<file path="src/rtl/collision_detector.sv">
// collision_detector
//   Moves the snake head one cell per accepted move request and classifies
//   the landing cell as empty, apple (goodColl) or fatal (badColl: border or
//   own body). Keeps a head-position history (hist[0] is the head) and a
//   length counter. The body is compared against the next cell one segment
//   per cycle.
//
// Ports
//   clk         rising-edge clock
//   nRst        synchronous active-low reset
//   moveStrobe  one-cycle move request, taken only while busy is low
//   dir         requested direction: 0=+x, 1=-x, 2=-y, 3=+y
//   restart     synchronous restart, same effect as nRst low
//   appleX/Y    apple cell, looked at only when a move commits
//   goodColl    one-cycle pulse: head landed on the apple
//   badColl     one-cycle pulse: border or self collision
//   isDead      high from the first badColl until reset/restart
//   busy        high while a move is in flight
//   headX/Y     committed head cell
//   snakeLen    current length
//   dbg_state   current FSM state (debug visibility only)
//
// Handshake: moveStrobe is a one-cycle valid with no ready/backpressure.
// It is accepted only when the FSM is IDLE (busy low, which includes the
// cycle busy falls). Strobes seen while busy or dead are dropped, never
// queued.
module collision_detector #(
    parameter int GRID_X   = 16,
    parameter int GRID_Y   = 12,
    parameter int MAX_LEN  = 32,
    parameter int INIT_LEN = 3,
    parameter int START_X  = 4,
    parameter int START_Y  = 6,
    localparam int XW = $clog2(GRID_X),
    localparam int YW = $clog2(GRID_Y),
    localparam int LW = $clog2(MAX_LEN + 1)
) (
    input  logic          clk,
    input  logic          nRst,
    input  logic          moveStrobe,
    input  logic [1:0]    dir,
    input  logic          restart,
    input  logic [XW-1:0] appleX,
    input  logic [YW-1:0] appleY,
    output logic          goodColl,
    output logic          badColl,
    output logic          isDead,
    output logic          busy,
    output logic [XW-1:0] headX,
    output logic [YW-1:0] headY,
    output logic [LW-1:0] snakeLen,
    output logic [2:0]    dbg_state
);

    localparam int IW = $clog2(MAX_LEN);
    localparam logic [XW:0] X_ONE = 1;
    localparam logic [YW:0] Y_ONE = 1;
    localparam logic [XW:0] X_MAX = (XW + 1)'(GRID_X - 1);
    localparam logic [YW:0] Y_MAX = (YW + 1)'(GRID_Y - 1);

    typedef enum logic [2:0] {
        S_IDLE   = 3'd0,
        S_CHECK  = 3'd1,
        S_SCAN   = 3'd2,
        S_COMMIT = 3'd3,
        S_DEAD   = 3'd4
    } state_t;

    state_t state_q, state_d;

    logic [XW-1:0] hist_x [MAX_LEN];
    logic [YW-1:0] hist_y [MAX_LEN];

    // Next cell carries one extra bit so that stepping off either edge
    // (including below zero) shows up as a value above the grid maximum.
    logic [XW:0]   nxt_x;
    logic [YW:0]   nxt_y;
    logic [1:0]    cur_dir;
    logic [IW-1:0] scan_ptr;   // segment compared this cycle (index-1)
    logic          hit_q;
    logic [LW-1:0] len_q;
    logic          good_q, bad_q, dead_q, busy_q;

    logic [1:0]    eff_dir;
    logic [XW:0]   cand_x;
    logic [YW:0]   cand_y;
    logic          oob;
    logic          seg_match;
    logic          scan_last;
    logic          apple_hit;

    // Reversal onto the neck is not allowed: keep going the current way.
    assign eff_dir = (dir == (cur_dir ^ 2'b01)) ? cur_dir : dir;

    always_comb begin
        cand_x = {1'b0, hist_x[0]};
        cand_y = {1'b0, hist_y[0]};
        case (eff_dir)
            2'd0:    cand_x = {1'b0, hist_x[0]} + X_ONE;
            2'd1:    cand_x = {1'b0, hist_x[0]} - X_ONE;
            2'd2:    cand_y = {1'b0, hist_y[0]} - Y_ONE;
            default: cand_y = {1'b0, hist_y[0]} + Y_ONE;
        endcase
    end

    assign oob       = (nxt_x > X_MAX) || (nxt_y > Y_MAX);
    assign seg_match = (nxt_x[XW-1:0] == hist_x[scan_ptr]) &&
                       (nxt_y[YW-1:0] == hist_y[scan_ptr]);
    // Last body segment checked is snakeLen-2; the tail is about to vacate.
    assign scan_last = (LW'(scan_ptr) == (len_q - LW'(2)));
    assign apple_hit = (nxt_x == {1'b0, appleX}) && (nxt_y == {1'b0, appleY});

    always_comb begin
        state_d = state_q;
        case (state_q)
            S_IDLE:   if (moveStrobe) state_d = S_CHECK;
            S_CHECK:  state_d = oob ? S_DEAD : S_SCAN;
            S_SCAN:   if (scan_last) state_d = S_COMMIT;
            S_COMMIT: state_d = hit_q ? S_DEAD : S_IDLE;
            S_DEAD:   state_d = S_DEAD;
            default:  state_d = S_IDLE;
        endcase
    end

    always_ff @(posedge clk) begin
        if (!nRst || restart) begin
            state_q  <= S_IDLE;
            cur_dir  <= 2'd0;
            len_q    <= LW'(INIT_LEN);
            nxt_x    <= '0;
            nxt_y    <= '0;
            scan_ptr <= '0;
            hit_q    <= 1'b0;
            good_q   <= 1'b0;
            bad_q    <= 1'b0;
            dead_q   <= 1'b0;
            busy_q   <= 1'b0;
            for (int k = 0; k < MAX_LEN; k++) begin
                if (k < INIT_LEN) begin
                    hist_x[k] <= XW'(START_X - k);
                    hist_y[k] <= YW'(START_Y);
                end else begin
                    hist_x[k] <= '0;
                    hist_y[k] <= '0;
                end
            end
        end else begin
            state_q <= state_d;
            good_q  <= 1'b0;
            bad_q   <= 1'b0;
            busy_q  <= (state_d == S_CHECK) || (state_d == S_SCAN) ||
                       (state_d == S_COMMIT);
            dead_q  <= (state_d == S_DEAD);
            case (state_q)
                S_IDLE: begin
                    if (moveStrobe) begin
                        nxt_x   <= cand_x;
                        nxt_y   <= cand_y;
                        cur_dir <= eff_dir;
                    end
                end
                S_CHECK: begin
                    scan_ptr <= '0;
                    hit_q    <= 1'b0;
                    if (oob) bad_q <= 1'b1;
                end
                S_SCAN: begin
                    hit_q    <= hit_q | seg_match;
                    scan_ptr <= scan_ptr + IW'(1);
                end
                S_COMMIT: begin
                    if (hit_q) begin
                        bad_q <= 1'b1;
                    end else begin
                        for (int k = MAX_LEN - 1; k > 0; k--) begin
                            hist_x[k] <= hist_x[k-1];
                            hist_y[k] <= hist_y[k-1];
                        end
                        hist_x[0] <= nxt_x[XW-1:0];
                        hist_y[0] <= nxt_y[YW-1:0];
                        if (apple_hit) begin
                            good_q <= 1'b1;
                            if (len_q != LW'(MAX_LEN)) len_q <= len_q + LW'(1);
                        end
                    end
                end
                default: ;
            endcase
        end
    end

    assign goodColl  = good_q;
    assign badColl   = bad_q;
    assign isDead    = dead_q;
    assign busy      = busy_q;
    assign headX     = hist_x[0];
    assign headY     = hist_y[0];
    assign snakeLen  = len_q;
    assign dbg_state = state_q;

endmodule

</file>
<file path="config.mk">
export PLATFORM = sky130hd
export DESIGN_NAME = collision_detector
export DESIGN_NICKNAME = d
export VERILOG_FILES = /design/src/rtl/collision_detector.sv
export SDC_FILE = /design/constraint.sdc
export NUM_CORES = 1
export LEC_CHECK = 0
export CAP_MARGIN = 20
export CELL_PAD_IN_SITES_DETAIL_PLACEMENT = 0
export CELL_PAD_IN_SITES_GLOBAL_PLACEMENT = 2
export CORE_ASPECT_RATIO = 0.9
export CORE_UTILIZATION = 45
export DETAILED_ROUTE_END_ITERATION = 8
export PLACE_DENSITY = 0.82
export SLEW_MARGIN = 20
export SYNTH_ARGS = -nofsm -noshare
export SYNTH_HDL_FRONTEND = slang
export SYNTH_SLANG_ARGS = --single-unit
</file>
<file path="constraint.sdc">
create_clock -name clk -period 10.6 [get_ports clk]
set_clock_uncertainty 0.15 [all_clocks]
set_input_delay 2.12 -clock clk [delete_from_list [all_inputs] [get_ports clk]]
set_output_delay 2.12 -clock clk [all_outputs]
set_load 0.005 [all_outputs]
</file>
## After elaboration in Yosys (flattened, before gate mapping)

Memory sizes are Yosys's and may differ from the RTL's. A register that Yosys moved wholly into a read port is not among the register bits.
Index checks and enable logic that the tools add are counted.
W data, S select, Z words.

| cells by class | value |
|---|---|
| bitwise gates (word level) | 68 |
| $lt $le $gt $ge | 2 |
| multiplexer cells | 88 |
| add/sub/neg operators | 7 |
| reduce and logical (&&, ||, !) cells | 14 |
| eq/ne operators | 17 |

Operators with widths:

| operator | count |
|---|---|
| $mux W4 | 64 |
| $or A1 B1 Y1 | 65 |
| $pmux W5 S2 | 3 |
| $mux W5 | 4 |
| $pmux W3 S5 | 1 |
| $eq A3 B2 Y1 const B | 4 |
| $mux W3 | 4 |
| $add A4 B1 Y5 const B | 2 |
| $eq A5 B4 Y1 | 2 |
| $gt A5 B4 Y1 const B | 2 |
| $sub A4 B1 Y5 const B | 2 |
| $mux W1 | 9 |
| $eq A4 B4 Y1 | 2 |
| $add A6 B1 Y6 const B | 1 |
| $eq A3 B1 Y1 const B | 2 |
| $eq A3 B3 Y1 const B | 2 |
| $eq A5 B6 Y1 | 1 |
| $ne A6 B6 Y1 const B | 1 |
| $sub A6 B2 Y6 const B | 1 |
| $add A5 B1 Y5 const B | 1 |
| $logic_or A1 B1 Y1 | 4 |
| $pmux W1 S2 | 2 |
| $reduce_and A4 Y1 | 1 |
| $logic_not A3 Y1 | 1 |
| other kinds (12) | 15 |

| storage, ports and cells | value |
|---|---|
| output and inout bits | 21 |
| input bits | 14 |
| bits in registers | 31 |
| RAM bits | 256 |
| memories | 2 |

Memories:

| name | depth | width | rd ports | clocked after Yosys merged registers in | wr ports | line | text |
|---|---|---|---|---|---|---|---|
| hist_x | 32 | 4 | 32 | 1 | 32 | 71 | `logic [XW-1:0] hist_x [MAX_LEN];` |
| hist_y | 32 | 4 | 32 | 1 | 32 | 72 | `logic [YW-1:0] hist_y [MAX_LEN];` |

## Longest topological paths before layout

| depth | value |
|---|---|
| word-level depth | 7 |
| depth in mapped cells | 12 |
| depth with buffers taken out | 11 |

## Least setup slack after synthesis

OpenSTA, ideal clock, no wires.

| timing path | value |
|---|---|
| kind | input to register |
| start | input nRst |
| end | memory hist_x[0][0] in the netlist's numbering (enable) |
| required time | 8.488 ns |
| setup time | 1.962 ns |
| path slack | 1.906 ns |
| stages | 2 |
| arrival time | 6.582 ns |
| cells stage by stage | nor2b_1 nand2_1 |

RTL lines:

| what | line | text |
|---|---|---|
| start, declared | 39 | `input logic nRst,` |
| end, declared | 71 |  |

## Final worst setup path

| timing path | value |
|---|---|
| start | input dir[1] |
| end | register nxt_x[4] |

| on the way | value |
|---|---|
| longest elaborated chain between the ends | 4 |
| elaborated cells between the ends (all ways) | 5 |

RTL lines:

| what | line | text |
|---|---|---|
| start, declared | 41 | `input logic [1:0] dir,` |
| $eq A2 B2 Y1 | 93 | `assign eff_dir = (dir == (cur_dir ^ 2'b01)) ? cur_dir : dir;` |
| $mux W2 (*) | 93 |  |
| $eq A2 B1 Y1 / $logic_not A2 Y1 (equally long branches) | 98 | `case (eff_dir)` |
| $pmux W5 S2 (*) | 98 |  |
| end signal, assigned | 157 | `nxt_x <= cand_x;` |
| end, declared | 76 | `logic [XW:0] nxt_x;` |

Every way passes the cells marked *; elsewhere a longest branch is shown, timed or not.
A chain may end at the register's enable or synchronous reset.

==> impl_metrics.ini <==
[power]
leakagePower_uw = 0.00563
power_uw = 2390
powerDensity_nw_per_um2 = 157
ir_worst_vdd_mv = 0.120

[logic_synthesis]
synthArstFlopShare = 0
synth_most_common_cell = edfxtp_1
synth.distinct_cells = 64
yosysTopAreaCell = edfxtp_1
synth_cells = 962
synth.area.top_cells = edfxtp_1 56%, and2_1 11%, mux4_2 8.5%
syn_nets = 989
ys_top_cells_by_count = 256 x edfxtp_1, 248 x and2_1, 52 x mux4_2
synth_seq_cells = 292
ys_seq_area_frac = 0.611
synth_edf_count = 256
synth_top_area_frac = 0.559
yosys_most_used_dff = edfxtp_1
yosysWarnings = 0
synth_area_sq_um = 13800
syn_area_per_cell_sq_um = 14.3

[die]
die_h_um = 168
core_sq_um = 30000
start_util = 0.459
die_w_um = 186
num_rows = 60
die-area_sq_um = 31300
io-pin-count = 35

[grt]
overflow = 0
grt_pass1_wl_um = 43300
grt_max_degree = 140
grt_pass1_vias = 7480
track_usage = 0.178
antenna_found_initial = 0

[place]
gp_congestion = 0.764
portBuffers = 34
hpwl_um = 16100
dp.cells = 1349
place_ws_ns = 4.84

[sta]
rsz0062_at_grt = no
setup_viol = 0
period_needed_ns = 5.03
finalHoldViolations = 0
fmax_mhz = 199
worstMarginPinSlew_ns = 0.960
relSlewSlack = 0.360
finalWorstSetupSlack_ns = 5.57
tns_ns = 0
worst_hold_slack_ns = 0.319
fin_crit_sh = 0.474
drv_slew = 0

[clocking]
path_clk_slew_ns = 0.06
clock-sinks = 292
cts_buffer_depth = 3
cts_tree = done
clock_latency_ns = 0.55
post_cts_buffers = 0
cts-htree-levels = 1
clock-root-buffer = clkbuf_16
hold_buffers = 0
cts_resized = 0
cts_buffers = 30

[critical_path]
worst_path_most_repeated_cell = a21oi_1
path_class = input pin to flop
crit_start = dir[1]
crit_required_ns = 10.87
path_max_fanout = 17
start_kind = input pin
r2r_cells = 4
r2r_start = dbg_state[0]
path_cells = clkdlybuf4s50_1 -> xor2_1 -> mux2i_1 -> or2_2 -> inv_1 -> ha_1 -> a21o_1 -> a21oi_1 -> xnor2_1 -> nor3_1 -> a21oi_1 -> nor2_1
end_kind = flop
timing.rr.end = hist_x[9][0]
max_stage_delay_ns = 0.93
arrival_ns = 5.30
crit_slowest_cell = clkdlybuf4s50_1
rrSetupSlack_ns = 6.37

[detailed_routing]
wl_um = 27000
drt_first_iter_violations = 685
firstDrtPassIters = 5
ant_nets = 0
wl_per_cell_um = 19.3
drc = 0
vias = 7487
vias_per_cell = 5.34

[cells_and_area]
fillers = 2543
drive_gt1_frac = 0.119
area_delta_synth_final_pct = 10.9
antenna_cells = 0
fin_cells = 1402
fin_nets = 1005

[run_status]
status = finished clean

[min_path]
worstHoldPathCells = 2
worstHoldStart = cur_dir[1]
hp-class = flop to flop
holdPathEnd = cur_dir[1]

[run]
maxCapViolCount = 0
[through the flow]
step	instance area, sq um	utilization
floorplan	13800	-
global placement	14400	0.479
detailed placement	14400	0.479
CTS	15200	0.509
global route	15300	0.509
finish	15300	0.509
[how the worst max path moves through the flow]
stage	end	slack, ns	cells past startpoint
finish	nxt_x[4]	5.57	12
global route	nxt_x[3]	5.29	12
global placement	hist_y[1][1]	4.88	7
floorplan	hist_x[0][0]	1.91	2
CTS	hist_y[25][2]	5.43	7
detailed placement	hist_y[2][3]	4.84	7
[layer usage]
| layer | part of all wire | vias to the layer above | wire length [um] | global-route usage |
|---|---|---|---|---|
| met1 | 0.50 | 3780 | 13600 | 0.281 |
| met3 | 0.036 | 30 | 959 | 0.0231 |
| met5 | 0 | - | 0 | 0 |
| met2 | 0.45 | 120 | 12000 | 0.263 |
| li1 | - | 3557 | - | - |
| met4 | 0.017 | 0 | 468 | 0.0367 |
[cells in the final DEF, fill, tap and decap left out, types with 3 or more instances in the layout]
cell	instances
nor4_1	3
mux4_1	8
mux2i_1	34
clkinv_1	9
clkbuf_1	8
buf_4	9
nor3_1	18
mux2_2	4
and3_1	3
inv_1	14
a21oi_1	20
clkinv_2	7
ha_1	11
edfxtp_1	256
a21o_1	5
nor2b_1	5
xor2_1	19
nor2_1	42
clkdlybuf4s50_1	34
xnor2_1	15
and2_1	248
o21ai_0	8
mux4_2	52
nand2b_1	6
a211oi_1	6
nand2_1	23
clkbuf_16	31
a221oi_1	6
nand3_1	6
or3_1	7
dfxtp_1	34
[kinds of logic after synthesis]
logic type | share of synthesized area
AO/OA/AOI/OAI | 0.0369
adder cells (fa/ha/maj) | 0.0129
XOR/XNOR | 0.0217
AND/OR/NAND/NOR | 0.159
buffers and inverters | 0.0299
flip-flops | 0.611
multiplexers | 0.128
[sequential cells by signal (all words and copies together) (netlist names), named ones only]
name,flops
dbg_state,3
scan_ptr,5
goodColl,1
busy,1
hist_y,128
hist_x,128
hit_q,1
nxt_y,5
isDead,1
badColl,1
nxt_x,5
snakeLen,6
cur_dir,2
[report_power, final]
part	internal, uW	switching, uW	leakage, uW	total (uW)
Clock	554	432	0.000442	986
Sequential	1290	25.2	0.00311	1310
Combinational	37.9	48.8	0.00209	86.7
[final cells by class]
| class | count | area, sq um | share of cell area |
|---|---|---|---|
| Sequential cell | 292 | 8410 | 0.552 |
| Multi-Input combinational cell | 592 | 4950 | 0.324 |
| Clock buffer | 39 | 806 | 0.0528 |
| Tap cell | 403 | 504 | 0.0331 |
| Timing Repair Buffer | 45 | 430 | 0.0282 |
| Clock inverter | 14 | 87.6 | 0.00574 |
| Inverter | 17 | 63.8 | 0.00418 |
[worst max-delay path, delay by kind of cell]
family / cells / cell delay [ns]
buffers and inverters: 2 / 1.00
muxes: 1 / 0.57
AOI/OAI and AO/OA: 3 / 0.56
xor gates and xnor gates: 2 / 0.38
and+or+nand+nor: 3 / 0.34
adders and majority gates: 1 / 0.32
No activity file was read; power rests on OpenSTA's default activity.
